**src/rtl/cond_pkg.sv**
```systemverilog
// Shared condition-code encodings and NZCV flag bit positions
// for the conditional-execute unit.
package cond_pkg;

  typedef enum logic [3:0] {
    EQ = 4'h0,
    NE = 4'h1,
    CS = 4'h2,
    CC = 4'h3,
    MI = 4'h4,
    PL = 4'h5,
    VS = 4'h6,
    VC = 4'h7,
    HI = 4'h8,
    LS = 4'h9,
    GE = 4'ha,
    LT = 4'hb,
    GT = 4'hc,
    LE = 4'hd,
    AL = 4'he,
    NV = 4'hf
  } cond_e;

  localparam int unsigned FN = 3;
  localparam int unsigned FZ = 2;
  localparam int unsigned FC = 1;
  localparam int unsigned FV = 0;

endpackage

```
**src/rtl/cond_exec_unit_eval.sv**
```systemverilog
// Combinational evaluator: one 4-bit condition code against
// one set of {N,Z,C,V} flags.
module cond_eval
  import cond_pkg::*;
(
  input  logic [3:0] cond,
  input  logic [3:0] flags,
  output logic       pass
);

  logic n, z, c, v;

  assign n = flags[FN];
  assign z = flags[FZ];
  assign c = flags[FC];
  assign v = flags[FV];

  always_comb begin
    pass = 1'b0;
    unique case (cond_e'(cond))
      EQ: pass = z;
      NE: pass = ~z;
      CS: pass = c;
      CC: pass = ~c;
      MI: pass = n;
      PL: pass = ~n;
      VS: pass = v;
      VC: pass = ~v;
      HI: pass = c & ~z;
      LS: pass = ~c | z;
      GE: pass = (n == v);
      LT: pass = (n != v);
      GT: pass = ~z & (n == v);
      LE: pass = z | (n != v);
      AL: pass = 1'b1;
      NV: pass = 1'b0;
      default: pass = 1'b0;
    endcase
  end

endmodule

```
**src/rtl/cond_exec_unit.sv**
```systemverilog
// Multi-lane conditional-execute unit: NZCV status register,
// per-lane condition evaluation, execute enables, squash counter.
module cond_exec_unit
  import cond_pkg::*;
#(
  parameter int NUM_LANES = 2,
  parameter int REG_OUT   = 1,
  parameter int BYPASS    = 1,
  parameter int CNT_W     = 16
) (
  input  logic                   clk,
  input  logic                   rst,
  input  logic                   sr_we,
  input  logic [3:0]             sr_din,
  input  logic                   stall,
  input  logic                   flush,
  input  logic                   cnt_clr,
  input  logic [NUM_LANES-1:0]   in_valid,
  input  logic [4*NUM_LANES-1:0] in_cond,
  output logic [NUM_LANES-1:0]   out_valid,
  output logic [NUM_LANES-1:0]   out_exec,
  output logic [3:0]             status,
  output logic [CNT_W-1:0]       squash_cnt
);

  localparam int IW = CNT_W + 3;
  localparam logic [IW-1:0] CMAX = {3'b000, {CNT_W{1'b1}}};

  logic [3:0]           flags;
  logic [NUM_LANES-1:0] pass;
  logic [NUM_LANES-1:0] accepted;
  logic [NUM_LANES-1:0] squashed;
  logic [IW-1:0]        inc;
  logic [IW-1:0]        sum;

  assign flags = ((BYPASS != 0) && sr_we) ? sr_din : status;

  for (genvar i = 0; i < NUM_LANES; i++) begin : g_lane
    cond_eval u_eval (
      .cond  (in_cond[4*i +: 4]),
      .flags (flags),
      .pass  (pass[i])
    );
  end

  assign accepted = in_valid & {NUM_LANES{~stall & ~flush}};
  assign squashed = accepted & ~pass;

  always_ff @(posedge clk or posedge rst) begin
    if (rst) begin
      status <= 4'b0000;
    end else if (sr_we) begin
      status <= sr_din;
    end
  end

  if (REG_OUT != 0) begin : g_reg
    always_ff @(posedge clk or posedge rst) begin
      if (rst) begin
        out_valid <= '0;
        out_exec  <= '0;
      end else if (flush) begin
        out_valid <= '0;
        out_exec  <= '0;
      end else if (!stall) begin
        out_valid <= in_valid;
        out_exec  <= in_valid & pass;
      end
    end
  end else begin : g_comb
    assign out_valid = in_valid & {NUM_LANES{~flush}};
    assign out_exec  = out_valid & pass;
  end

  // widened sum so count+inc can be compared against the ceiling
  always_comb begin
    inc = '0;
    for (int i = 0; i < NUM_LANES; i++) begin
      inc = inc + IW'(squashed[i]);
    end
    sum = IW'(squash_cnt) + inc;
  end

  always_ff @(posedge clk or posedge rst) begin
    if (rst) begin
      squash_cnt <= '0;
    end else if (cnt_clr) begin
      squash_cnt <= '0;
    end else if (sum > CMAX) begin
      squash_cnt <= {CNT_W{1'b1}};
    end else begin
      squash_cnt <= sum[CNT_W-1:0];
    end
  end

endmodule

```
**config.mk**
```make
export PLATFORM = sky130hd
export DESIGN_NAME = cond_exec_unit
export DESIGN_NICKNAME = d
export VERILOG_FILES = /design/src/rtl/cond_pkg.sv /design/src/rtl/cond_exec_unit_eval.sv /design/src/rtl/cond_exec_unit.sv
export SDC_FILE = /design/constraint.sdc
export NUM_CORES = 1
export LEC_CHECK = 0
export CORE_AREA = 2 2 78 80
export DETAILED_ROUTE_END_ITERATION = 16
export DIE_AREA = 0 0 80 82
export SKIP_CTS_REPAIR_TIMING = 1
export SYNTH_ARGS = -nofsm -noshare
export SYNTH_HDL_FRONTEND = slang
export SYNTH_SLANG_ARGS = --single-unit
```
**constraint.sdc**
```tcl
create_clock -name clk -period 4.6 [get_ports clk]
set_input_delay 1.15 -clock clk [delete_from_list [all_inputs] [get_ports clk]]
set_output_delay 1.15 -clock clk [all_outputs]
set_load 0.02 [all_outputs]
```
==> impl_metrics.env, run 1 <==
export IMPL_status="finished, final reports clean"
export IMPL_post_route_drc_count=0
export IMPL_die_area_sq_um=6560
export IMPL_route_vias_total=1159
export IMPL_skew_ns=0.00739
export IMPL_core_area_sq_um=5750
export IMPL_cp_start_kind="input pin"
export IMPL_cts_tree="yes"
export IMPL_grt_first_pass_wirelength_mm=5.62
export IMPL_fmax_mhz=241
export IMPL_rows=28
export IMPL_synth_seq_area_share_pct=43.5
export IMPL_drt_iter0_drc=39
export IMPL_crit_required_ns=4.79
export IMPL_grt_max_degree=25
export IMPL_area_growth_synth_to_final_pct=42.0
export IMPL_yosys_top_cells_area="dfrtp_1, a21oi_1, mux2i_1"
export IMPL_p_comb_share_pct=17.0
export IMPL_routed_wl_mm=3.22
export IMPL_p_switching_w=0.000116
export IMPL_place_hpwl_mm=2.43
export IMPL_synth_edf_count=0
export IMPL_syn_nets=160
export IMPL_ir_worst_vdd_mv=0.170
export IMPL_synth_most_common_cell="dfrtp_1"
export IMPL_ys_warn_count=0
export IMPL_rsz0062_at_grt="false"
export IMPL_cts_htree_levels=1
export IMPL_portBuffers=43
export IMPL_n_antenna_cell=0
export IMPL_path_class="in -> reg"
export IMPL_sw_frac_of_total_pct=23.5
export IMPL_nFillCells=609
export IMPL_die_w_microns=80
export IMPL_dr_pass1_iters=4
export IMPL_synthFlopType="dfrtp_1"
export IMPL_initial_core_util_pct=24.0
export IMPL_tns_ns=0
export IMPL_slew_violations=0
export IMPL_antenna_found_initial=0
export IMPL_p_per_area_nw_per_um2=252
export IMPL_clock_path_buffers=2
export IMPL_pre_cts_slack_ns=-0.116
export IMPL_io_pins=44
export IMPL_drive_gt1_share_pct=6.08
export IMPL_via_per_inst=4.53
export IMPL_grt_overflow=0
export IMPL_power_leakage_nw=0.811
export IMPL_nets=205
export IMPL_cts_inserted_buffers=3
export IMPL_ant_nets=0
export IMPL_crit_fanout=13
export IMPL_p_int_w=0.000378
export IMPL_reg2reg_slack_ns=1.44
export IMPL_final_hold_violation_count=0
export IMPL_ys_ff_latch=24
export IMPL_grt_pass1_vias=1168
export IMPL_finalWorstSetupSlack_ns=0.453
export IMPL_fp_dieH_microns=82
export IMPL_synth_commonest_cells="dfrtp_1, a21oi_1, inv_1, nand3_1"
export IMPL_crit_arrival_ns=4.34
export IMPL_yosysTopAreaCellShare_pct=43.5
export IMPL_synth_largest_area_cell="dfrtp_1"
export IMPL_synth_cell_type_count=40
export IMPL_clkSinkCount=24
export IMPL_grt_usage_pct=11.0
export IMPL_avgSynthCellArea_sq_um=10.1
export IMPL_pwr_share_clk_pct=38.1
export IMPL_clock_latency_ns=0.27
export IMPL_root_buffer="clkbuf_8"
export IMPL_synth_area_sq_um=1380
export IMPL_fin_crit_sh_pct=90.2
export IMPL_setup_viol=0
export IMPL_wl_per_cell_microns=12.6
export IMPL_cp_end_kind="flip-flop"
export IMPL_hp_class="reg -> reg"
export IMPL_seqPwrFrac_pct=44.9
export IMPL_gp_congestion=0.781
export IMPL_synthArstFlopShare_pct=100
export IMPL_clk_pin_slew_worst_paths_ns=0.09
export IMPL_max_slew_worst_pin_slew_ns=0.934
export IMPL_synthCells=137
export IMPL_max_cap_violations=0
export IMPL_slew_headroom_pct=37.7
export IMPL_finalCriticalPeriod_ns=4.15
-- layer usage --
metal	wire length [microns]	track usage, %
met5	0	0
met4	25	2.54
met3	210	3.41
met2	1500	17.6
met1	1490	14.6
-- path summary, 6_finish.rpt --
kind	cells past startpoint	to	from
hold reg to reg	2	out_exec[1]	out_exec[1]
setup / recovery	12	squash_cnt[2]	sr_din[0]
min in group asynchronous	2	status[0]	rst
setup reg to reg	11	squash_cnt[2]	status[0]
max in group asynchronous	2	squash_cnt[15]	rst
hold / removal	2	out_exec[1]	out_exec[1]
-- flip-flops by register name, indices dropped and copies added (netlist names) --
register and cells:
out_exec 2, out_valid 2, squash_cnt 16, status 4
-- cell families (layout without fill, tap and decap cells) --
logic type	count (synthesis)	after routing	synth area share, %
and+or+nand+nor	40	40	14.9
AOI/OAI and AO/OA	29	29	13.6
DFF	24	24	43.5
buffers and inverters	16	60	5.44
xor gates and xnor gates	14	14	8.89
muxes	11	11	10.4
adders and majority gates	3	3	3.26
-- power by group through the flow --
stage                     Clock [W]  Sequential, W  Combinational (W)
after detailed placement          0       0.000226          0.0000846
final                      0.000188       0.000222          0.0000843
after floorplan                   0       0.000234          0.0000371
after CTS                  0.000195       0.000222          0.0000854
after global routing       0.000202       0.000223          0.0000930
after global placement            0       0.000226          0.0000845
-- critical path, cell delays in order --
cell and delay, ns:
clkdlybuf4s50_1 0.51, mux2i_1 0.11, mux4_2 0.50, or2_0 0.21, a21o_1 0.17, a21bo_2 0.20
fa_1 0.41, inv_1 0.09, ha_1 0.18, nand3_1 0.13, or3_4 0.50, a21oi_1 0.17
-- final cells by class --
type	count	area, sq um	share of cell area [%]
Timing Repair Buffer	44	440	22.5
Clock buffer	3	41.3	2.11
Clock inverter	1	30.0	1.53
Sequential cell	24	601	30.7
Multi-Input combinational cell	97	708	36.1
Tap cell	75	93.8	4.79
Inverter	12	45.0	2.30
-- metrics by stage --
step                      power (W)  utilization (%)  std cells  cell area [sq um]  hold slack [ns]
after CTS                  0.000502             34.0        256               1950            0.497
final                      0.000494             34.1        256               1960            0.488
after global placement     0.000311             32.8        252               1880            0.465
after detailed placement   0.000311             32.8        252               1880            0.475
after floorplan            0.000271                -        137               1380            0.584
after global routing       0.000519             34.1        256               1960            0.526
-- cell usage in the layout (no fill, tap or decap), drive strengths merged, types with 3 or more instances in the layout --
| master | Yosys | layout |
|---|---|---|
| a21oi | 15 | 15 |
| and3 | 3 | 3 |
| clkbuf | 1 | 3 |
| clkdlybuf4s50 | 0 | 42 |
| dfrtp | 24 | 24 |
| inv | 12 | 12 |
| mux2i | 8 | 8 |
| nand2 | 7 | 7 |
| nand3 | 9 | 9 |
| nor2 | 8 | 8 |
| nor3 | 4 | 4 |
| xnor2 | 8 | 8 |
| xor2 | 6 | 6 |
Power figures use the tool's default switching activity.
==> run 2, diff against run 1 <==
--- a/config.mk
+++ b/config.mk
@@ -6,6 +6,7 @@
 export NUM_CORES = 1
 export LEC_CHECK = 0
 export CORE_AREA = 2 2 78 80
+export CTS_CLUSTER_SIZE = 14
 export DETAILED_ROUTE_END_ITERATION = 16
 export DIE_AREA = 0 0 80 82
 export SKIP_CTS_REPAIR_TIMING = 1
==> results of run 2 <==
Same layout as run 1: the final DEF is identical, and so are final timing and power.
==> run 3, diff against run 2 <==
--- a/config.mk
+++ b/config.mk
@@ -5,10 +5,12 @@
 export SDC_FILE = /design/constraint.sdc
 export NUM_CORES = 1
 export LEC_CHECK = 0
-export CORE_AREA = 2 2 78 80
+export ABC_AREA = 1
+export CORE_AREA = 2 2 86 88
 export CTS_CLUSTER_SIZE = 14
 export DETAILED_ROUTE_END_ITERATION = 16
-export DIE_AREA = 0 0 80 82
+export DIE_AREA = 0 0 88 90
+export PLACE_DENSITY_LB_ADDON = 0.2
 export SKIP_CTS_REPAIR_TIMING = 1
 export SYNTH_ARGS = -nofsm -noshare
 export SYNTH_HDL_FRONTEND = slang
==> impl_metrics.env, run 3 <==
export IMPL_die_area_sq_um=7920
export IMPL_n_antenna_cell=0
export IMPL_portBuffers=43
export IMPL_crit_path_frequent_cell="nand2_1"
export IMPL_setup_viol=0
export IMPL_slew_headroom_pct=36.7
export IMPL_crit_arrival_ns=4.24
export IMPL_finalCriticalPeriod_ns=4.07
export IMPL_path_class="in -> reg"
export IMPL_synth_most_common_cell="nand2_1"
export IMPL_place_hpwl_mm=3.35
export IMPL_crit_family="simple AND/OR/NAND/NOR gates"
export IMPL_synth_area_sq_um=1720
export IMPL_area_growth_synth_to_final_pct=33.6
export IMPL_synth_commonest_cells="nand2_1, nor2_1, inv_1, dfrtp_1, nand3_1"
export IMPL_drive_gt1_share_pct=10.2
export IMPL_clock_path_buffers=2
export IMPL_synthFlopType="dfrtp_1"
export IMPL_slew_violations=0
export IMPL_grt_overflow=0
export IMPL_fin_crit_sh_pct=88.4
export IMPL_synthCells=250
export IMPL_yosysTopAreaCellShare_pct=35.0
export IMPL_critPathMaxStageDelay_ns=0.59
export IMPL_die_w_microns=88
export IMPL_yosys_top_cells_area="dfrtp_1, nand2_1, nor2_1"
export IMPL_clock_latency_ns=0.26
export IMPL_final_cell_mix="nand2_1, clkdlybuf4s50_1, nor2_1"
export IMPL_root_buffer="clkbuf_8"
export IMPL_fmax_mhz=246
export IMPL_slowest_stage="clkdlybuf4s50_1"
export IMPL_core_area_sq_um=7020
export IMPL_cts_htree_levels=1
export IMPL_fp_dieH_microns=90
export IMPL_finish_utilization_pct=32.7
export IMPL_path_buf_inv=3
export IMPL_post_route_drc_count=0
export IMPL_max_cap_violations=0
export IMPL_largestRegisters="squash_cnt (16), status (4)"
export IMPL_final_hold_violation_count=0
export IMPL_avgSynthCellArea_sq_um=6.87
export IMPL_crit_fanout=15
export IMPL_tns_ns=0
export IMPL_finalWorstSetupSlack_ns=0.535
export IMPL_hold_slack_ns=0.480
export IMPL_antenna_found_initial=0
export IMPL_clkSinkCount=24
export IMPL_cts_inserted_buffers=3
export IMPL_routed_wl_mm=4.32
export IMPL_synth_seq_area_share_pct=35.0
export IMPL_p_per_area_nw_per_um2=197
export IMPL_crit_required_ns=4.78
export IMPL_ant_nets=0
export IMPL_placed_cells=389
export IMPL_ys_ff_latch=24
export IMPL_dr_pass1_iters=4
export IMPL_clk_pin_slew_worst_paths_ns=0.08
export IMPL_final_cells=392
export IMPL_cp_start_kind="input pin"
export IMPL_rows=31
export IMPL_cts_tree="yes"
export IMPL_drt_iter0_drc=41
export IMPL_synthArstFlopShare_pct=100
export IMPL_power_leakage_nw=1.04
export IMPL_cp_cell_sequence="clkdlybuf4s50_1, inv_2, nand2_1, nand2_1, nand2_1, nand2_2, nand3_1, nand2_1, nor2_1, and2_1, nand4_1, fa_1, inv_1, ha_1, nand2_2, nor2_4, nand2_2, nor2_4, nand2_4, a31oi_1"
export IMPL_synth_edf_count=0
export IMPL_io_pins=44
export IMPL_pre_cts_slack_ns=0.233
export IMPL_rsz0062_at_grt="false"
export IMPL_largest_reg_flops=16
export IMPL_grt_max_degree=25
export IMPL_gp_congestion=0.816
export IMPL_syn_nets=273
export IMPL_wl_per_cell_microns=11.0
export IMPL_final_common_cell="nand2_1"
export IMPL_grt_usage_pct=11.7
export IMPL_grt_first_pass_wirelength_mm=7.54
export IMPL_cp_end_kind="flip-flop"
export IMPL_hp_class="reg -> reg"
export IMPL_ir_worst_vdd_mv=0.0976
export IMPL_nFillCells=767
export IMPL_ys_warn_count=0
export IMPL_status="finished, final reports clean"
export IMPL_via_per_inst=4.30
export IMPL_top_register="squash_cnt"
export IMPL_max_slew_worst_pin_slew_ns=0.949
export IMPL_nets=318
export IMPL_grt_pass1_vias=1682
export IMPL_skew_ns=0.00283
export IMPL_route_vias_total=1687
export IMPL_synth_largest_area_cell="dfrtp_1"
export IMPL_synth_cell_type_count=26
export IMPL_initial_core_util_pct=24.5
==> run 3: changes by cell type after synthesis, moves of 4 or more <==
cell	delta
a21oi_1	-8
a21oi_2	+10
inv_1	+18
mux2i_1	-7
nand2_1	+69
nand2_2	+10
nand3_1	+11
nand4_1	+4
nor2_1	+23
==> run 3: cell type report <==
cell class | count | area (sq um) | share of cell area (%)
tap | 99 | 124 | 5.40
timing repair buffer | 43 | 430 | 18.8
inverter | 31 | 116 | 5.07
multi-input combinational | 192 | 982 | 42.8
clock buffer | 3 | 41.3 | 1.80
sequential | 24 | 601 | 26.2
==> run 3: through the flow <==
step	cell area (sq um)	total power [W]
2_1_floorplan	1720	0.000284
3_3_place_gp	2250	0.000333
3_5_place_dp	2250	0.000332
4_1_cts	2290	0.000458
5_1_grt	2290	0.000480
6_report	2290	0.000452
==> run 3: path summary, 6_finish.rpt <==
check	from	to	slack, ns	cells past startpoint
worst min-delay path	out_valid[0]	out_valid[0]	0.48	2
worst max-delay path	sr_we	squash_cnt[15]	0.53	20
worst max register to register	status[0]	squash_cnt[15]	1.69	19
max in group asynchronous	rst	squash_cnt[10]	2.63	2
worst min register to register	out_valid[0]	out_valid[0]	0.48	2
min in group asynchronous	rst	out_valid[0]	1.40	2
==> run 3: logic make-up (layout without fill, tap and decap cells) <==
logic type | Yosys count | in the layout | share of synthesized area, %
fa+ha+maj | 3 | 3 | 2.62
xor+xnor | 11 | 11 | 5.61
buf+inv | 34 | 77 | 7.87
simple gates | 157 | 157 | 40.6
flops | 24 | 24 | 35.0
compound gates | 21 | 21 | 8.38
==> run 3: tightest hold or removal path, cell delays in order (launching register included) <==
cell and delay [ns]:
dfrtp_1 0.35, nand2_1 0.05, nand2_1 0.05
==> run 3: report_power, final <==
part,switching (W),internal [W]
Clock,0.0000674,0.0000586
Sequential,0.00000422,0.000217
Combinational,0.0000623,0.0000427
Total,0.000134,0.000318
==> run 3: routing by layer <==
| layer | vias up | wire length, microns | GRT usage [%] |
|---|---|---|---|
| met3 | 5 | 194 | 2.11 |
| met4 | 0 | 42 | 3.08 |
| met2 | 32 | 2100 | 19.6 |
| met1 | 784 | 1990 | 15.3 |
| met5 | - | 0 | 0 |
| li1 | 866 | - | - |
